### src/rtl/detector_pkg.sv
// Shared definitions for the serial pattern detector: 7-segment codes,
// counter FSM state encoding and the hex-to-segment helper.
package detector_pkg;

  // Active-high segment codes, bit7 = 0, bits 6..0 = gfedcba
  localparam logic [7:0] SEG_0 = 8'h3F;
  localparam logic [7:0] SEG_1 = 8'h06;
  localparam logic [7:0] SEG_2 = 8'h5B;
  localparam logic [7:0] SEG_3 = 8'h4F;
  localparam logic [7:0] SEG_4 = 8'h66;
  localparam logic [7:0] SEG_5 = 8'h6D;
  localparam logic [7:0] SEG_6 = 8'h7D;
  localparam logic [7:0] SEG_7 = 8'h07;
  localparam logic [7:0] SEG_8 = 8'h7F;
  localparam logic [7:0] SEG_9 = 8'h6F;
  localparam logic [7:0] SEG_A = 8'h77;
  localparam logic [7:0] SEG_B = 8'h7C;
  localparam logic [7:0] SEG_C = 8'h39;
  localparam logic [7:0] SEG_D = 8'h5E;
  localparam logic [7:0] SEG_E = 8'h79;
  localparam logic [7:0] SEG_F = 8'h71;

  // Match counter states; CHEIO is the sticky overflow state
  typedef enum logic [0:0] {
    CONTANDO = 1'b0,
    CHEIO    = 1'b1
  } estado_t;

  function automatic logic [7:0] hex_para_seg(input logic [3:0] valor);
    logic [7:0] seg;
    case (valor)
      4'h0:    seg = SEG_0;
      4'h1:    seg = SEG_1;
      4'h2:    seg = SEG_2;
      4'h3:    seg = SEG_3;
      4'h4:    seg = SEG_4;
      4'h5:    seg = SEG_5;
      4'h6:    seg = SEG_6;
      4'h7:    seg = SEG_7;
      4'h8:    seg = SEG_8;
      4'h9:    seg = SEG_9;
      4'hA:    seg = SEG_A;
      4'hB:    seg = SEG_B;
      4'hC:    seg = SEG_C;
      4'hD:    seg = SEG_D;
      4'hE:    seg = SEG_E;
      default: seg = SEG_F;
    endcase
    return seg;
  endfunction

endpackage

### src/rtl/decod_7seg.sv
// Hex digit to active-high 7-segment code (bit7 unused, always 0).
module decod_7seg
  import detector_pkg::*;
(
  input  logic [3:0] valor_i,
  output logic [7:0] seg_o
);

  // Pure lookup, no state
  always_comb begin
    seg_o = hex_para_seg(valor_i);
  end

endmodule

### src/rtl/detector_sequencia_param.sv
// Parametrised serial pattern detector with match counter, sticky
// overflow flag and hex readout of the low counter nibble.
module detector_sequencia_param
  import detector_pkg::*;
#(
  parameter int                      NBITS_PADRAO   = 3,
  parameter logic [NBITS_PADRAO-1:0] PADRAO         = 'b111,
  parameter int                      NBITS_CONTAGEM = 4,
  parameter bit                      SOBREPOSICAO   = 1'b1,
  parameter bit                      SATURA         = 1'b0
) (
  input  logic                      clk_2,
  input  logic                      reset,
  input  logic                      bit_valido,
  input  logic                      bit_entrada,
  input  logic                      limpa_contagem,
  input  logic                      load,
  input  logic [NBITS_CONTAGEM-1:0] valor_inicial,
  output logic                      detectado,
  output logic [NBITS_CONTAGEM-1:0] contagem,
  output logic                      cheio,
  output logic [7:0]                SEG
);

  localparam int                      PW        = $clog2(NBITS_PADRAO + 1);
  localparam logic [PW-1:0]           CHEIA     = PW'(NBITS_PADRAO);
  localparam logic [NBITS_CONTAGEM-1:0] MAX_CONT = '1;

  logic [NBITS_PADRAO-1:0]   janela_q, janela_d;
  logic [PW-1:0]             preenchidos_q, preenchidos_d;
  logic                      detectado_q;
  logic                      casa;
  logic [NBITS_CONTAGEM-1:0] contagem_q, contagem_d;
  estado_t                   estado_q, estado_d;

  // Candidate window/fill level if the current bit is accepted, and match test
  always_comb begin
    janela_d      = {janela_q[NBITS_PADRAO-2:0], bit_entrada};
    preenchidos_d = (preenchidos_q == CHEIA) ? CHEIA : preenchidos_q + PW'(1);
    casa          = bit_valido && (preenchidos_d == CHEIA) && (janela_d == PADRAO);
  end

  // Detector: shift accepted bits, track fill level, register the match pulse
  always_ff @(posedge clk_2) begin
    if (reset) begin
      janela_q      <= '0;
      preenchidos_q <= '0;
      detectado_q   <= 1'b0;
    end else if (bit_valido) begin
      janela_q      <= janela_d;
      // Without overlap a match restarts the fill so N fresh bits are needed
      preenchidos_q <= (!SOBREPOSICAO && casa) ? '0 : preenchidos_d;
      detectado_q   <= casa;
    end else begin
      detectado_q   <= 1'b0;
    end
  end

  // Counter FSM state register
  always_ff @(posedge clk_2) begin
    if (reset) begin
      estado_q   <= CONTANDO;
      contagem_q <= '0;
    end else begin
      estado_q   <= estado_d;
      contagem_q <= contagem_d;
    end
  end

  // Counter FSM next state: clear > load > match
  always_comb begin
    estado_d   = estado_q;
    contagem_d = contagem_q;
    if (limpa_contagem) begin
      estado_d   = CONTANDO;
      contagem_d = '0;
    end else if (load) begin
      estado_d   = CONTANDO;
      contagem_d = valor_inicial;
    end else if (casa) begin
      if (contagem_q != MAX_CONT) begin
        contagem_d = contagem_q + NBITS_CONTAGEM'(1);
      end else begin
        estado_d   = CHEIO;
        contagem_d = SATURA ? MAX_CONT : '0;
      end
    end
  end

  // Counter FSM outputs
  always_comb begin
    cheio     = (estado_q == CHEIO);
    contagem  = contagem_q;
    detectado = detectado_q;
  end

  decod_7seg u_decod (
    .valor_i (contagem_q[3:0]),
    .seg_o   (SEG)
  );

endmodule

### config.mk
export PLATFORM = sky130hd
export DESIGN_NAME = detector_sequencia_param
export DESIGN_NICKNAME = d
export VERILOG_FILES = /design/src/rtl/detector_pkg.sv /design/src/rtl/decod_7seg.sv /design/src/rtl/detector_sequencia_param.sv
export SDC_FILE = /design/constraint.sdc
export NUM_CORES = 1
export LEC_CHECK = 0
export BUFFER_PORTS_ARGS = -buffer_cell sky130_fd_sc_hd__buf_2
export CORE_MARGIN = 2
export CORE_UTILIZATION = 51
export CTS_CLUSTER_DIAMETER = 60
export DETAILED_ROUTE_END_ITERATION = 10
export GPL_TIMING_DRIVEN = 1
export HOLD_SLACK_MARGIN = 0.06
export PLACE_DENSITY = 0.75
export RECOVER_POWER = 50
export SYNTH_ARGS = -nofsm -noshare
export SYNTH_HDL_FRONTEND = slang
export SYNTH_SLANG_ARGS = --single-unit
### constraint.sdc
create_clock -name clk_2 -period 2.5 [get_ports clk_2]
set_input_delay 0 -clock clk_2 [delete_from_list [all_inputs] [get_ports clk_2]]
set_output_delay 0 -clock clk_2 [all_outputs]
set_load 0.005 [all_outputs]
==> metrics.json <==
{
  "status": {
    "outcome": "completed"
  },
  "critical_path": {
    "delay_heaviest_family_cp": "buffers and inverters",
    "timing.critical_path.required_ps": 2720,
    "worst_setup_path_end_kind": "flop",
    "worst_setup_path_endpoint": "u_decod.seg_o[4]",
    "worstSetupPathDepth": 10,
    "crit_arrival_ps": 2520,
    "timing.critical_path.from_type": "input port",
    "reg2reg_slack_ps": 230,
    "critPathLaunch": "bit_valido",
    "crit_path_top_delay_cell": "sky130_fd_sc_hd__dlygate4sd3_1",
    "crit_type": "in -> reg",
    "crit_chain": "dlygate4sd3_1 > buf_2 > and4_1 > nand2_1 > mux2i_1 > a21oi_1 > inv_1 > ha_1 > mux2_2 > a32oi_1",
    "worst_r2r_endpoint": "u_decod.seg_o[4]",
    "rr_worst_depth": 8,
    "largest_stage_delay_worst_path_ps": 520,
    "path_max_fanout": 7,
    "rr_startpoint": "janela_q[0]",
    "timing.critical_path.buf_inv": 3
  },
  "drt": {
    "antenna_violation_net_count_after_detailed_routing": 0,
    "first_pass_iters": 3,
    "routedWlPerCell_um": 12.5,
    "detail_route.drc_violations": 0,
    "routed-via-count": 856,
    "dr.first_iter.drc_count": 9,
    "vias_per_cell": 5.35,
    "postRouteWirelength_um": 2010
  },
  "clock_network": {
    "path_clk_slew_ps": 100,
    "htree_num_levels": 1,
    "cts_sinks": 17,
    "post-cts-setup-buffer-count": 0,
    "tritoncts": "yes",
    "clock_path_buffers": 2,
    "worst_skew_pair.late_latency_ps": 290,
    "clock_tree.root_cell": "sky130_fd_sc_hd__clkbuf_4",
    "cts-hold-fix-buffers": 6,
    "cts-resized-gates": 0,
    "cts_inserted_buffers": 3
  },
  "global_routing": {
    "first_pass_grt_wire_length_um": 3220,
    "grt_overflow_total": 0,
    "grt_usage_pct": 20.8,
    "antenna_found_initial": 0,
    "grt_max_degree": 11,
    "via_count_of_the_first_global_routing_pass": 788
  },
  "timing": {
    "layout_worst_path_cycle_share_pct": 91.9,
    "timing_max_transition_violations_final": 0,
    "final.min_clock_period_ps": 2300,
    "fin_worst_hold_slack_ps": 70.6,
    "grt_setup_unrepaired": "no",
    "worst_slew_pin_slew_ps": 511,
    "highest_achievable_clock_rate_ghz": 0.435,
    "fin_worst_skew_ps": 1.74,
    "setup_violations": 0,
    "setup-tns-final_ps": 0,
    "fin_ws_ps": 204,
    "slew_headroom_pct": 65.7,
    "hold_viol_final": 0
  },
  "pwr": {
    "power_density_nw_per_um2": 446,
    "leakage_power_total_nw": 0.520,
    "final_total_power_uw": 531,
    "worst_ir_drop_vdd_mv": 0.329
  },
  "min_path": {
    "hold_path.class": "in -> reg",
    "worst_hold_path.num_cells": 3
  },
  "synthesis": {
    "synth_register_bits": 17,
    "synth.top_cells.by_area": "sky130_fd_sc_hd__dfxtp_1, sky130_fd_sc_hd__ha_1, sky130_fd_sc_hd__mux2i_1",
    "synth_fa_ha_area_share_pct": 10.3,
    "synthDominantCellAreaShare_pct": 35.0,
    "post_synth_num_cell_types": 39,
    "syn_area_um2": 972,
    "share_of_the_synthesized_area_in_compound_gates_ao_oa_aoi_oai_pct": 16.7,
    "post_synth_xor_area_fraction_pct": 0,
    "synth.largest_area_cell": "sky130_fd_sc_hd__dfxtp_1",
    "synth_area_per_cell_um2": 9.35,
    "synth_simple_gate_area_share_pct": 21.8,
    "syn_nets": 122,
    "synth_top_family_by_area": "simple AND/OR/NAND/NOR gates",
    "ys_seq_area_share_pct": 35.0,
    "netlist_instances": 104,
    "yosys_warnings": 0,
    "synth.mux.area_fraction_pct": 11.6
  },
  "floorplan": {
    "top_level_port_count": 24,
    "die_area_um2": 2270,
    "start_util_pct": 55.1,
    "die_h_um": 47.7,
    "floorplan.rows": 15,
    "die-width_um": 47.7,
    "core_area_um2": 1760
  },
  "final_layout": {
    "synthToLayoutAreaGrowth_pct": 22.5,
    "design.final.nets": 154,
    "n_antenna_cell": 0,
    "layout.core_utilization_pct": 67.5,
    "postLayoutCellArea_um2": 1190,
    "final_layout_size_suffix_gt1_share_pct": 22.2,
    "finish.cell_count_without_fillers": 160
  },
  "place": {
    "detailedPlace.worstSlack_ps": 261,
    "placement.io_buffers": 22,
    "place.detailed.hpwl_um": 1540,
    "post-place-cells": 150,
    "globalplace.congestion": 0.770,
    "post_dp_cell_area_um2": 1110
  },
  "job": {
    "max_cap_viol_count": 0
  }
}
[registers in the layout, indices dropped and copies added, names as in the netlist]
register	flops
preenchidos_q	2
contagem	4
cheio	1
u_decod.seg_o	7
janela_q	2
detectado	1
[layout make-up]
| class | instances | area (µm²) |
|---|---|---|
| Timing Repair Buffer | 30 | 176 |
| Sequential cell | 17 | 340 |
| Tap cell | 25 | 31.3 |
| Clock buffer | 4 | 26.3 |
| Multi-Input combinational cell | 77 | 591 |
| Fill cell | 189 | 573 |
| Inverter | 7 | 26.3 |
[cells in the mapped netlist]
cell,count
sky130_fd_sc_hd__and4_1,1
sky130_fd_sc_hd__and4b_1,1
sky130_fd_sc_hd__a211oi_2,1
sky130_fd_sc_hd__a311o_1,1
sky130_fd_sc_hd__a211oi_4,1
sky130_fd_sc_hd__nor3_2,1
sky130_fd_sc_hd__mux2i_1,6
sky130_fd_sc_hd__and2b_1,1
sky130_fd_sc_hd__conb_1,1
sky130_fd_sc_hd__nor3b_1,1
sky130_fd_sc_hd__and3_1,2
sky130_fd_sc_hd__nand2b_1,2
sky130_fd_sc_hd__ha_1,8
sky130_fd_sc_hd__mux2_4,2
sky130_fd_sc_hd__o21bai_1,1
sky130_fd_sc_hd__buf_4,1
sky130_fd_sc_hd__inv_1,7
sky130_fd_sc_hd__o31ai_2,1
sky130_fd_sc_hd__nand3_1,1
sky130_fd_sc_hd__nand4_1,1
sky130_fd_sc_hd__o21ai_1,1
sky130_fd_sc_hd__o21a_1,1
sky130_fd_sc_hd__a31oi_1,2
sky130_fd_sc_hd__dfxtp_1,17
sky130_fd_sc_hd__nor2b_1,2
sky130_fd_sc_hd__and2_1,4
sky130_fd_sc_hd__a32oi_1,1
sky130_fd_sc_hd__a21oi_1,8
sky130_fd_sc_hd__o21ai_0,2
sky130_fd_sc_hd__nor3_1,3
sky130_fd_sc_hd__nor2_1,7
sky130_fd_sc_hd__nand2_1,6
sky130_fd_sc_hd__a22oi_1,1
sky130_fd_sc_hd__clkbuf_1,2
sky130_fd_sc_hd__nor4_1,1
sky130_fd_sc_hd__a21oi_2,1
sky130_fd_sc_hd__or2b_1,1
sky130_fd_sc_hd__mux2_2,2
sky130_fd_sc_hd__nor3_4,1
[per-layer routing]
layer	global-route usage [%]	vias up	part of all wire (%)
met2	33.5	15	50
met3	5.28	7	2.7
li1	-	426	-
met4	14.6	0	2.3
met1	24.1	408	45
met5	0	-	0
[placed cells by master, fill, tap and decap left out, drive strengths merged, types with 2 or more instances in the layout]
master,instances
dfxtp,17
buf,17
clkbuf,11
a21oi,9
ha,8
inv,7
nor2,7
nand2,6
mux2i,6
dlygate4sd3,6
nor3,5
and2,4
mux2,4
o21ai,3
a31oi,2
nand2b,2
nor2b,2
and3,2
a211oi,2
[cells by family (layout without fill, tap and decap cells)]
kind of cell / count (synthesis) / after routing
flip-flops: 17 / 17
adder cells (fa/ha/maj): 8 / 8
AND/OR/NAND/NOR: 36 / 36
multiplexers: 10 / 10
AO/OA/AOI/OAI: 22 / 22
buffers and inverters: 10 / 41
other: 1 / 1
[how the worst min path moves through the flow]
stage / slack, ps / to / start
detailed placement: 280 / preenchidos_q[0] / bit_valido
finish: 70 / contagem[1] / load
CTS: 60 / contagem[1] / load
global route: 90 / contagem[1] / load
floorplan: 80 / cheio / limpa_contagem
global placement: 280 / cheio / limpa_contagem
[power by group]
| part | switching (mW) | total, mW | internal, mW |
|---|---|---|---|
| combinational | 0.0477 | 0.0917 | 0.0440 |
| clock | 0.0849 | 0.147 | 0.0621 |
| sequential | 0.00858 | 0.293 | 0.284 |
| total | 0.141 | 0.531 | 0.390 |
[worst register-to-register path, stage by stage, from the launching register on]
cell                      delay (ps)
sky130_fd_sc_hd__dfxtp_1         370
sky130_fd_sc_hd__and4_1          240
sky130_fd_sc_hd__nand2_1         140
sky130_fd_sc_hd__mux2i_1         170
sky130_fd_sc_hd__a21oi_1         380
sky130_fd_sc_hd__inv_1           180
sky130_fd_sc_hd__ha_1            270
sky130_fd_sc_hd__mux2_2          280
sky130_fd_sc_hd__a32oi_1         180
Note: power is estimated with default switching activity, not from simulation.
